**config.mk**
```make
export PLATFORM = sky130hd
export DESIGN_NAME = game_timer_ctrl
export DESIGN_NICKNAME = d
export VERILOG_FILES = /design/src/rtl/game_pkg.sv /design/src/rtl/game_timer_ctrl_bcd_digit.sv /design/src/rtl/game_timer_ctrl.sv
export SDC_FILE = /design/constraint.sdc
export NUM_CORES = 1
export LEC_CHECK = 0
export BUFFER_PORTS_ARGS = -buffer_cell sky130_fd_sc_hd__buf_2
export CAP_MARGIN = 20
export CORE_MARGIN = 2
export CORE_UTILIZATION = 33
export CTS_BUF_LIST = sky130_fd_sc_hd__clkbuf_8
export CTS_CLUSTER_DIAMETER = 100
export CTS_CLUSTER_SIZE = 16
export DETAILED_ROUTE_END_ITERATION = 6
export HOLD_SLACK_MARGIN = 0.12
export SLEW_MARGIN = 0
export SYNTH_ARGS = -nofsm -noshare
export SYNTH_HDL_FRONTEND = slang
export SYNTH_HIERARCHICAL = 1
export SYNTH_SLANG_ARGS = --single-unit
```
**constraint.sdc**
```tcl
create_clock -name clk -period 3.9 [get_ports clk]
set_input_delay 0.195 -clock clk [delete_from_list [all_inputs] [get_ports clk]]
set_output_delay 0.195 -clock clk [all_outputs]
set_load 0.01 [all_outputs]
```
**src/rtl/game_pkg.sv**
```systemverilog
// Shared types and helpers for the minesweeper game timer.
package game_pkg;

  typedef enum logic [1:0] {
    IDLE,
    RUNNING,
    PAUSED,
    DONE
  } state_t;

  localparam int BCD_W = 4;

  function automatic int presc_w(input int div);
    return (div > 2) ? $clog2(div) : 1;
  endfunction

endpackage

```
**src/rtl/game_timer_ctrl_bcd_digit.sv**
```systemverilog
// One BCD digit of the timer cascade; wraps 9 -> 0 on a carried increment.
module bcd_digit
  import game_pkg::*;
(
  input  logic             clk,
  input  logic             rst,
  input  logic             clr,
  input  logic             en,
  input  logic             carry_in,
  output logic [BCD_W-1:0] digit,
  output logic             is_nine
);

  assign is_nine = (digit == BCD_W'(9));

  always_ff @(posedge clk) begin
    if (rst || clr) begin
      digit <= '0;
    end else if (en && carry_in) begin
      digit <= is_nine ? '0 : digit + 1'b1;
    end
  end

endmodule

```
**src/rtl/game_timer_ctrl.sv**
```systemverilog
// Game timer controller: prescaler, command FSM and BCD digit cascade.
module game_timer_ctrl
  import game_pkg::*;
#(
  parameter int CLK_HZ  = 65_000_000,
  parameter int TICK_HZ = 1,
  parameter int DIGITS  = 3
) (
  input  logic                clk,
  input  logic                rst,
  input  logic                start,
  input  logic                pause,
  input  logic                stop,
  input  logic                clear,
  output logic [4*DIGITS-1:0] bcd_out,
  output logic                tick,
  output logic                running,
  output logic                saturated
);

  localparam int DIV = CLK_HZ / TICK_HZ;
  localparam int PW  = presc_w(DIV);
  localparam logic [PW-1:0] PMAX = PW'(DIV - 1);

  state_t            state, state_nx;
  logic [PW-1:0]     presc, presc_nx;
  logic              en;
  logic              hi_nine;
  logic              will_sat;
  logic [DIGITS-1:0] nine;
  logic [DIGITS-1:0] carry;

  assign saturated = &nine;

  // Next increment lands on all-9s: units at 8, every higher digit at 9.
  always_comb begin
    hi_nine = 1'b1;
    for (int i = 1; i < DIGITS; i++) begin
      hi_nine = hi_nine & nine[i];
    end
  end

  assign will_sat = hi_nine && (bcd_out[BCD_W-1:0] == BCD_W'(8));

  always_comb begin
    state_nx = state;
    presc_nx = presc;
    en       = 1'b0;
    if (clear) begin
      state_nx = IDLE;
      presc_nx = '0;
    end else begin
      unique case (state)
        IDLE: begin
          if (start) begin
            state_nx = RUNNING;
            presc_nx = '0;
          end
        end
        RUNNING: begin
          if (stop) begin
            state_nx = DONE;
          end else if (pause) begin
            state_nx = PAUSED;
          end else if (presc == PMAX) begin
            presc_nx = '0;
            en       = 1'b1;
            if (will_sat) state_nx = DONE;
          end else begin
            presc_nx = presc + 1'b1;
          end
        end
        PAUSED: begin
          if (stop) state_nx = DONE;
          else if (start) state_nx = RUNNING;
        end
        DONE: begin
          state_nx = DONE;
        end
      endcase
    end
  end

  always_ff @(posedge clk) begin
    if (rst) begin
      state   <= IDLE;
      presc   <= '0;
      tick    <= 1'b0;
      running <= 1'b0;
    end else begin
      state   <= state_nx;
      presc   <= presc_nx;
      tick    <= en;
      running <= (state_nx == RUNNING);
    end
  end

  for (genvar i = 0; i < DIGITS; i++) begin : g_dig
    if (i == 0) begin : g_c0
      assign carry[i] = 1'b1;
    end else begin : g_cn
      assign carry[i] = carry[i-1] & nine[i-1];
    end

    bcd_digit u_dig (
      .clk      (clk),
      .rst      (rst),
      .clr      (clear),
      .en       (en),
      .carry_in (carry[i]),
      .digit    (bcd_out[4*i +: 4]),
      .is_nine  (nine[i])
    );
  end

endmodule

```
==> out/metrics.cfg, run 1 <==
[outcome]
status=finished, final reports clean

[place]
dpl_cell_area_um2=2350
dp_hpwl_mm=3.08
gp_congestion=0.748
numPortBuffers=20
place_ws_ps=1370

[synth]
synth_common_cells=dfxtp_1, nor2_1, nand2_1, xnor2_1, nor3_1
syn_area_per_cell_um2=8.70
ys_warn_count=6
synthMostInstantiatedCell=dfxtp_1
synth_edf_count=0
synth_top_area_cell=dfxtp_1
yosysTopAreaCellShare_pct=38.8
postSynthCellCount=249
ys_seq_area_share_pct=38.8
synth.area.top_cells=dfxtp_1, xnor2_1, nor2_1, nor3_1, nand2_1
synth_async_sr_flop_share_pct=0
yosys_register_bits=42
synth_cell_types=47
syn-cell-area_um2=2170
ys.flop_type=dfxtp_1

[sta]
rsz0062_at_grt=no
tightest_slew_ps=727
fmax_ghz=0.394
max_slew_margin_pct=51.4
clock-skew-final_ps=5.06
timing.setup.tns_ps=0
setup_viol=0
fin_crit_ps=2540
fin_crit_sh_pct=65.1
drv_slew=0
final_hold_viol_count=0
fin_ws_ps=1360

[routing]
wire_per_inst_um=12.3
viasPerCell=5.06
ant_nets=0
drtIter0Drc=84
num_vias=1785
drcViolationCount=0
firstDrtPassIters=4
routed_wl_mm=4.36

[critical_path]
cp_max_fo=9
cp.required_ps=4120
endpoint_kind=flip-flop
critPathLaunchType=flip-flop
cp.arrival_ps=2760
criticalPathCategory=flip-flop to flip-flop

[grt]
grt_pass1_vias=1723
grtUsageTotal_pct=12.9
grt_pass1_wl_mm=7.76
grt_remaining_overflow=0
grt_max_degree=25
antenna_found_initial=0

[floorplan]
io_pins=21
dieArea_um2=7230
rows=29
initial_core_util_pct=34.1
coreArea_um2=6350
chipHeight_um=85.0
die_width_um=85.0

[layout]
fin_area_um2=2490
nets=282
fin_util_pct=39.3
n_antenna_cell=0
fillers=624
final_layout_size_suffix_gt1_share_pct=18.5
synthToLayoutAreaGrowth_pct=15.1

[pwr]
leakagePower_nw=0.800
vdd_drop_max_v=0.000184
p_per_area_nw_per_um2=356

[clocking]
htree_levels=2
path_clk_slew_ps=80
postCtsSetupRepairBufs=0
cts_num_sinks=42
numCtsBuffers=5
root_buffer=clkbuf_8
clockBufferDepth=2
cts-resized-gates=0
clk_latency_ps=290
cts_tree=yes
ctsHoldBuffers=0

[worst_hold_path]
worst_hold_path_type=primary input to flip-flop

[job]
max_cap_viol_count=0

==> final timing paths <==
check	startpoint	endpoint	slack (ps)	depth (start not counted)
worst min register to register	presc[1]$_SDFFE_PP0P_	presc[1]$_SDFFE_PP0P_	490	2
worst max register to register	presc[0]$_SDFFE_PP0P_	g_dig[2].u_dig/digit[1]$_SDFFE_PP0P_	1360	9
worst max-delay path	presc[0]$_SDFFE_PP0P_	g_dig[2].u_dig/digit[1]$_SDFFE_PP0P_	1360	9
worst min-delay path	rst	state[1]$_SDFF_PP0_	260	2
==> metrics by stage <==
step / cells / hold slack [ps] / total power, mW
floorplan: 251 / 260 / 0.461
global placement: 345 / 471 / 0.474
detailed placement: 345 / 486 / 0.475
CTS: 353 / 258 / 0.902
global route: 353 / 281 / 0.919
finish: 353 / 257 / 0.888
==> cells in the final DEF (no fill, tap or decap), types with 5 or more instances in the layout <==
cell type,instances
a21oi_1,5
and3_1,7
buf_2,20
clkbuf_8,6
dfxtp_1,42
nand2_1,21
nand3_1,10
nand4_1,6
nor2_1,32
nor3_1,17
nor4_1,5
xnor2_1,20
xor2_1,8
==> worst max-delay path, cell delays in order (launching register included) <==
cell and delay (ps):
dfxtp_1 390, ha_1 200, nand3_1 90, nor4_1 600, nand2_1 150, nor3_1 210, buf_4 200, nand3_2 110
or3_1 340, a211oi_2 170
==> state kept, by name, summed over array words and instances, names as in the netlist <==
| register | count |
|---|---|
| presc | 26 |
| g_dig.u_dig/digit | 12 |
| running | 1 |
| tick | 1 |
| state | 2 |
==> power by group <==
group / switching, mW / internal [mW] / total, mW
Clock: 0.151 / 0.273 / 0.424
Sequential: 0.00199 / 0.430 / 0.432
Combinational: 0.0221 / 0.00963 / 0.0318
Total: 0.175 / 0.713 / 0.888
==> logic make-up after synthesis <==
kind of cell / synth area share (%)
adders and majority gates: 0.578
AOI/OAI and AO/OA: 10.3
other: 0.173
DFF: 38.8
xor gates and xnor gates: 11.3
buffers and inverters: 2.08
muxes: 0.462
and+or+nand+nor: 36.3
==> routing by layer <==
| layer | vias to the layer above | track usage [%] | part of all wire, % |
|---|---|---|---|
| li1 | 936 | - | - |
| met2 | 24 | 19.3 | 43 |
| met1 | 821 | 18.5 | 53 |
| met4 | 0 | 3.61 | 0.83 |
| met3 | 4 | 3.21 | 3.1 |
| met5 | - | 0 | 0 |
==> final cells by class <==
type	instances	area (µm²)	share of cell area, %
Multi-Input combinational cell	201	1290	51.6
Sequential cell	42	841	33.7
Timing Repair Buffer	22	115	4.62
Tap cell	77	96.3	3.86
Clock buffer	6	82.6	3.31
Clock inverter	2	60.1	2.41
Inverter	3	11.3	0.452
No activity file was read; power rests on OpenSTA's default activity.
==> inputs of run 2 (changes only) <==
--- a/config.mk
+++ b/config.mk
@@ -5,6 +5,7 @@
 export SDC_FILE = /design/constraint.sdc
 export NUM_CORES = 1
 export LEC_CHECK = 0
+export ABC_AREA = 1
 export BUFFER_PORTS_ARGS = -buffer_cell sky130_fd_sc_hd__buf_2
 export CAP_MARGIN = 20
 export CORE_MARGIN = 2
==> constraint.sdc (replaced) <==
create_clock -name clk -period 2.15 [get_ports clk]
set_input_delay 0.1075 -clock clk [delete_from_list [all_inputs] [get_ports clk]]
set_output_delay 0.1075 -clock clk [all_outputs]
set_load 0.01 [all_outputs]
==> run 2 against run 1 <==
Net effect: non-clock buffer count up 2; setup slack worse by 1000 ps; flip-flop and latch count unchanged; highest routed layer unchanged; sequential power up 81%; cell area up 14%; via count up 37%; critical endpoint is now g_dig[1].u_dig/digit[3]$_SDFFE_PP0P_.
==> out/metrics.cfg, run 2 <==
[sta]
fin_crit_sh_pct=83.2  ; was 65.1%
fin_crit_ps=1790  ; was 2540 ps
fmax_ghz=0.559  ; was 0.394 GHz
setup_viol=0  ; unchanged
clock-skew-final_ps=8.76  ; was 5.06 ps
drv_slew=0  ; unchanged
whs_ps=188  ; was 257 ps
timing.setup.tns_ps=0  ; unchanged
final_hold_viol_count=0  ; unchanged
rsz0062_at_grt=no  ; unchanged

[synth]
syn-cell-area_um2=2500  ; was 2170 µm²
synth_compound_area_share_pct=9.34  ; was 10.3%
ys.flop_type=dfxtp_1  ; unchanged
synth_cell_types=33  ; was 47
synthAdderAreaFrac_pct=0.500  ; was 0.578%
synth.net_count=407
ys_warn_count=6  ; unchanged
synthMostInstantiatedCell=nand2_1  ; was dfxtp_1
synth_edf_count=0  ; unchanged
synth_top_area_cell=dfxtp_1  ; unchanged
yosys_register_bits=42  ; unchanged
ys_seq_area_share_pct=33.6  ; was 38.8%
postSynthCellCount=400  ; was 249
synth_common_cells=nand2_1, nor2_1, inv_1, dfxtp_1, nand3_1  ; was dfxtp_1, nor2_1, nand2_1, xnor2_1, nor3_1
synth_top_family_by_area=simple AND/OR/NAND/NOR gates  ; unchanged
synth-simple-area-share_pct=44.9  ; was 36.3%
yosysTopAreaCellShare_pct=33.6  ; was 38.8%
synthMuxAreaShare_pct=0  ; was 0.462%
syn_area_per_cell_um2=6.26  ; was 8.70 µm²
synth.area.top_cells=dfxtp_1, nand2_1, nor2_1, inv_1, nand3_1  ; was dfxtp_1, xnor2_1, nor2_1, nor3_1, nand2_1
synth_xor_area_share_pct=1.75  ; was 11.3%
synth_async_sr_flop_share_pct=0  ; unchanged

[layout]
nets=435  ; was 282
top_regs=presc (26), g_dig.u_dig/digit (12), state (2)  ; unchanged
fillers=840  ; was 624
final_layout_size_suffix_gt1_share_pct=14.9  ; was 18.5%
largest_reg_flops=26  ; unchanged
final_cell_mix=nand2_1, nor2_1, inv_1  ; was dfxtp_1, nor2_1, nand2_1
synthToLayoutAreaGrowth_pct=13.1  ; was 15.1%
regMostFlops=presc  ; unchanged
final_common_cell=nand2_1  ; was dfxtp_1
n_antenna_cell=0  ; unchanged
fin_util_pct=38.8  ; was 39.3%

[grt]
grt_pass1_wl_mm=9.81  ; was 7.76 mm
grtUsageTotal_pct=14.2  ; was 12.9%
antenna_found_initial=0  ; unchanged
grt_max_degree=16  ; was 25
grt_remaining_overflow=0  ; unchanged
grt_pass1_vias=2212  ; was 1,723

[clocking]
htree_levels=2  ; unchanged
root_buffer=clkbuf_8  ; unchanged
postCtsSetupRepairBufs=0  ; unchanged
cts_num_sinks=42  ; unchanged
cts_tree=yes  ; unchanged
clockBufferDepth=2  ; unchanged
path_clk_slew_ps=90  ; was 80 ps
ctsHoldBuffers=3  ; was 0
cts-resized-gates=0  ; unchanged
clk_latency_ps=290  ; about the same
numCtsBuffers=5  ; unchanged

[floorplan]
io_pins=21  ; unchanged
dieArea_um2=8300  ; was 7230 µm²
coreArea_um2=7290  ; was 6350 µm²
rows=31  ; was 29
chipHeight_um=91.1  ; was 85.0 µm
initial_core_util_pct=34.4  ; was 34.1%
die_width_um=91.1  ; was 85.0 µm

[routing]
viasPerCell=4.65  ; was 5.06
ant_nets=0  ; unchanged
drtIter0Drc=119  ; was 84
num_vias=2453  ; was 1,785
wire_per_inst_um=11.0  ; was 12.3 µm
routed_wl_mm=5.82  ; was 4.36 mm
firstDrtPassIters=5  ; was 4
drcViolationCount=0  ; unchanged

[pwr]
p_per_area_nw_per_um2=491  ; was 356 nW/µm²
leakagePower_nw=1.01  ; was 0.800 nW
finalPower_mw=1.39  ; was 888 µW
vdd_drop_max_v=0.000226  ; was 0.000184 V

[job]
max_cap_viol_count=0  ; unchanged

[worst_hold_path]
min_path_cells=4  ; was 2
worst_hold_path_type=primary input to flip-flop  ; unchanged

[critical_path]
cp_max_fo=6  ; was 9
cp.required_ps=2340  ; was 4120 ps
ff2ff_path_depth=10  ; was 9
endpoint_kind=flip-flop  ; unchanged
cp.arrival_ps=1980  ; was 2760 ps
critPathLaunchType=flip-flop  ; unchanged
criticalPathCategory=flip-flop to flip-flop  ; unchanged

[outcome]
status=finished, final reports clean  ; unchanged

[place]
numPortBuffers=20  ; unchanged
gp_congestion=0.848  ; was 0.748
dp_hpwl_mm=4.50  ; was 3.08 mm

run 2: critical path, stage by stage, from the launching register on:
cell	delay, ps
dfxtp_1	380
ha_1	180
inv_1	70
nor2_4	180
nand4_1	170
nor2_1	200
nand2_1	170
inv_1	150
nand3_1	90
nand2_1	70
nor2_1	40
run 2: power by group:
| part | internal [mW] | leakage [nW] | switching [mW] | total (mW) |
|---|---|---|---|---|
| registers | 0.781 | 0.339 | 0.00232 | 0.783 |
| logic | 0.0277 | 0.630 | 0.0591 | 0.0868 |
| clock network | 0.229 | 0.0441 | 0.294 | 0.522 |
run 2: area by class of cell:
cell class / count / area (µm²) / share of cell area [%]
Timing Repair Buffer: 24 / 138 / 4.86
Inverter: 59 / 221 / 7.82
Multi-Input combinational cell: 296 / 1420 / 50.1
Clock buffer: 5 / 68.8 / 2.43
Clock inverter: 3 / 21.3 / 0.751
Tap cell: 99 / 124 / 4.37
Sequential cell: 42 / 841 / 29.7
run 2: logic make-up after synthesis:
| kind of cell | count (synthesis) |
|---|---|
| flip-flops | 42 |
| AND/OR/NAND/NOR | 248 |
| AO/OA/AOI/OAI | 41 |
| other | 1 |
| buffers and inverters | 62 |
| XOR/XNOR | 5 |
| adder cells (fa/ha/maj) | 1 |
run 2: worst paths after layout:
check	start	endpoint	slack, ps
hold / removal	clear	g_dig[2].u_dig/digit[3]$_SDFFE_PP0P_	190
setup reg to reg	presc[0]$_SDFFE_PP0P_	g_dig[1].u_dig/digit[3]$_SDFFE_PP0P_	360
setup / recovery	presc[0]$_SDFFE_PP0P_	g_dig[1].u_dig/digit[3]$_SDFFE_PP0P_	360
hold reg to reg	presc[0]$_SDFFE_PP0P_	presc[0]$_SDFFE_PP0P_	500
run 2: routing by layer:
metal	track usage [%]	vias up	wire length, µm
li1	-	1322	-
met5	0	-	0
met2	23.7	41	2680
met1	18.6	1086	2840
met3	3.32	4	237
met4	3.16	0	56
run 2: through the flow:
stage | area [µm²] | setup slack, ps | cells
after CTS | 2830 | 364 | 528
after floorplan | 2500 | 656 | 400
final | 2830 | 361 | 528
after global placement | 2710 | 416 | 517
after detailed placement | 2710 | 380 | 517
after global routing | 2830 | 164 | 528
==> inputs of run 3 (changes only) <==
==> constraint.sdc (replaced) <==
create_clock -name clk -period 1.7 [get_ports clk]
set_input_delay 0.085 -clock clk [delete_from_list [all_inputs] [get_ports clk]]
set_output_delay 0.085 -clock clk [all_outputs]
set_load 0.01 [all_outputs]
==> run 3 against run 2 <==
Net effect: count of clock-buffer cells in the layout is 1 higher; via count is 9.1% higher; critical endpoint is now g_dig[2].u_dig/digit[2]$_SDFFE_PP0P_; highest routed layer unchanged; non-clock buffer count is 35 higher; clock skew is 4.8 ps lower; largest power group unchanged; total power is 30% higher; critical path type unchanged.
==> out/metrics.cfg, run 3 (same netlist as run 2, synthesis figures left out) <==
[outcome]
status=finished, final reports clean  ; unchanged

[clocking]
cts_tree=yes  ; unchanged
path_clk_slew_ps=80  ; was 90 ps
cts_num_sinks=42  ; unchanged
numCtsBuffers=5  ; unchanged
clk_latency_ps=290  ; about the same
htree_levels=2  ; unchanged
clockBufferDepth=2  ; unchanged
root_buffer=clkbuf_8  ; unchanged

[worst_hold_path]
worst_hold_path_type=primary input to flip-flop  ; unchanged

[sta]
clock-skew-final_ps=3.92  ; was 8.76 ps
fin_ws_ps=8.00  ; was 361 ps
setup_viol=0  ; unchanged
rsz0062_at_grt=yes  ; was no
fin_crit_sh_pct=99.5  ; was 83.2%
timing.setup.tns_ps=0  ; unchanged
fin_crit_ps=1690  ; was 1790 ps
fmax_ghz=0.591  ; was 0.559 GHz
drv_slew=0  ; unchanged
final_hold_viol_count=0  ; unchanged

[routing]
drtIter0Drc=123  ; was 119
wl_met3_um=193  ; was 237 µm
drcViolationCount=0  ; unchanged
num_vias=2676  ; was 2,453
routed_wl_mm=6.52  ; was 5.82 mm
ant_nets=0  ; unchanged
met1_length_mm=3.00  ; was 2.84 mm
viasPerCell=4.75  ; was 4.65
top_layer=met4  ; unchanged
wl_met2_mm=3.24  ; was 2.68 mm
wire_per_inst_um=11.6  ; was 11.0 µm
firstDrtPassIters=5  ; unchanged

[floorplan]
io_pins=21  ; unchanged
rows=31  ; unchanged
chipHeight_um=91.1  ; unchanged
die_width_um=91.1  ; unchanged
initial_core_util_pct=34.4  ; unchanged
coreArea_um2=7290  ; unchanged
dieArea_um2=8300  ; unchanged

[place]
place_ws_ps=-25.8  ; was 380 ps
dp_hpwl_mm=5.03  ; was 4.50 mm
post-place-cells=548  ; was 517
gp_congestion=0.861  ; was 0.848
numPortBuffers=20  ; unchanged
dpl_cell_area_um2=2950  ; was 2710 µm²

[layout]
largest_reg_flops=26  ; unchanged
n_antenna_cell=0  ; unchanged
synthToLayoutAreaGrowth_pct=31.1  ; was 13.1%
regMostFlops=presc  ; unchanged
fin_cells=563  ; was 528
nets=470  ; was 435
final_cell_mix=nand2_1, nor2_1, inv_1  ; unchanged
fin_area_um2=3280  ; was 2830 µm²
final_layout_size_suffix_gt1_share_pct=28.9  ; was 14.9%
fillers=781  ; was 840
final_common_cell=nand2_1  ; unchanged
top_regs=presc (26), g_dig.u_dig/digit (12), state (2)  ; unchanged

[grt]
grt_pass1_wl_mm=10.7  ; was 9.81 mm
grt_remaining_overflow=0  ; unchanged
grt_max_degree=15  ; was 16
grtUsageTotal_pct=15.6  ; was 14.2%
antenna_found_initial=0  ; unchanged
grt_pass1_vias=2455  ; was 2,212

[job]
max_cap_viol_count=0  ; unchanged

[critical_path]
critPathLaunchType=flip-flop  ; unchanged
cp_max_fo=5  ; was 6
criticalPathCategory=flip-flop to flip-flop  ; unchanged
endpoint_kind=flip-flop  ; unchanged
cp.required_ps=1890  ; was 2340 ps
cp.arrival_ps=1880  ; was 1980 ps

[pwr]
finalPower_mw=1.81  ; was 1.39 mW
vdd_drop_max_v=0.000331  ; was 0.000226 V
p_per_area_nw_per_um2=550  ; was 491 nW/µm²
leakagePower_nw=1.24  ; was 1.01 nW

==> run 3: cell count changes in the layout (fill, tap and decap cells not counted), sizes merged <==
cell	change
clkinv	-1
clkbuf	+1
buf	+35
==> run 3: worst paths after layout <==
path                          startpoint                              endpoint  slack (ps)  cells past startpoint
hold / removal                     clear  g_dig[0].u_dig/digit[1]$_SDFFE_PP0P_         180                      4
hold reg to reg   presc[20]$_SDFFE_PP0P_                presc[20]$_SDFFE_PP0P_         490                      2
setup / recovery  presc[11]$_SDFFE_PP0P_  g_dig[2].u_dig/digit[2]$_SDFFE_PP0P_           8                      8
setup reg to reg  presc[11]$_SDFFE_PP0P_  g_dig[2].u_dig/digit[2]$_SDFFE_PP0P_           8                      8
==> run 3: metrics by stage <==
step	util, %	hold slack, ps
floorplan	-	154
global placement	40.4	357
finish	45.0	178
CTS	42.2	170
global route	45.0	203
detailed placement	40.4	357
==> run 3: cell type report <==
type / count / area [µm²] / area share [%]
multi-input cells: 296 / 1580 / 48.2
flip-flops and latches: 42 / 850 / 25.9
repair buffers: 59 / 400 / 12.2
inverters: 59 / 231 / 7.05
well taps: 99 / 124 / 3.77
clock buffers: 6 / 82.6 / 2.52
clock inverters: 2 / 12.5 / 0.381
==> run 3: critical path, stage by stage (launching register included) <==
cell     delay, ps
dfxtp_2        340
nor2_2         110
nand3_2        100
nor3_2         170
nand4_1        210
nor2_4         260
nand2_4        120
o21ai_1        220
a21oi_2         40
==> run 3: where the power goes <==
part	switching, mW	total (mW)	internal [mW]
clock	0.363	0.690	0.327
combinational	0.0803	0.126	0.0453
sequential	0.00339	0.991	0.988
total	0.447	1.81	1.36
==> run 3: metal layers <==
metal	vias to the layer above	track usage, %
li1	1387	-
met1	1249	19.1
met2	34	28.0
met3	6	2.90
met4	0	3.79
met5	-	0
==> run 3: repair_timing <==
action | in CTS | in global routing
endpoints found under the setup margin | 11 | 35
pin swaps | 1 | 19
setup buffers | 1 | 3
resized for setup | 1 | 58
hold endpoints to repair | 3 | 0
hold buffers | 3 | 0
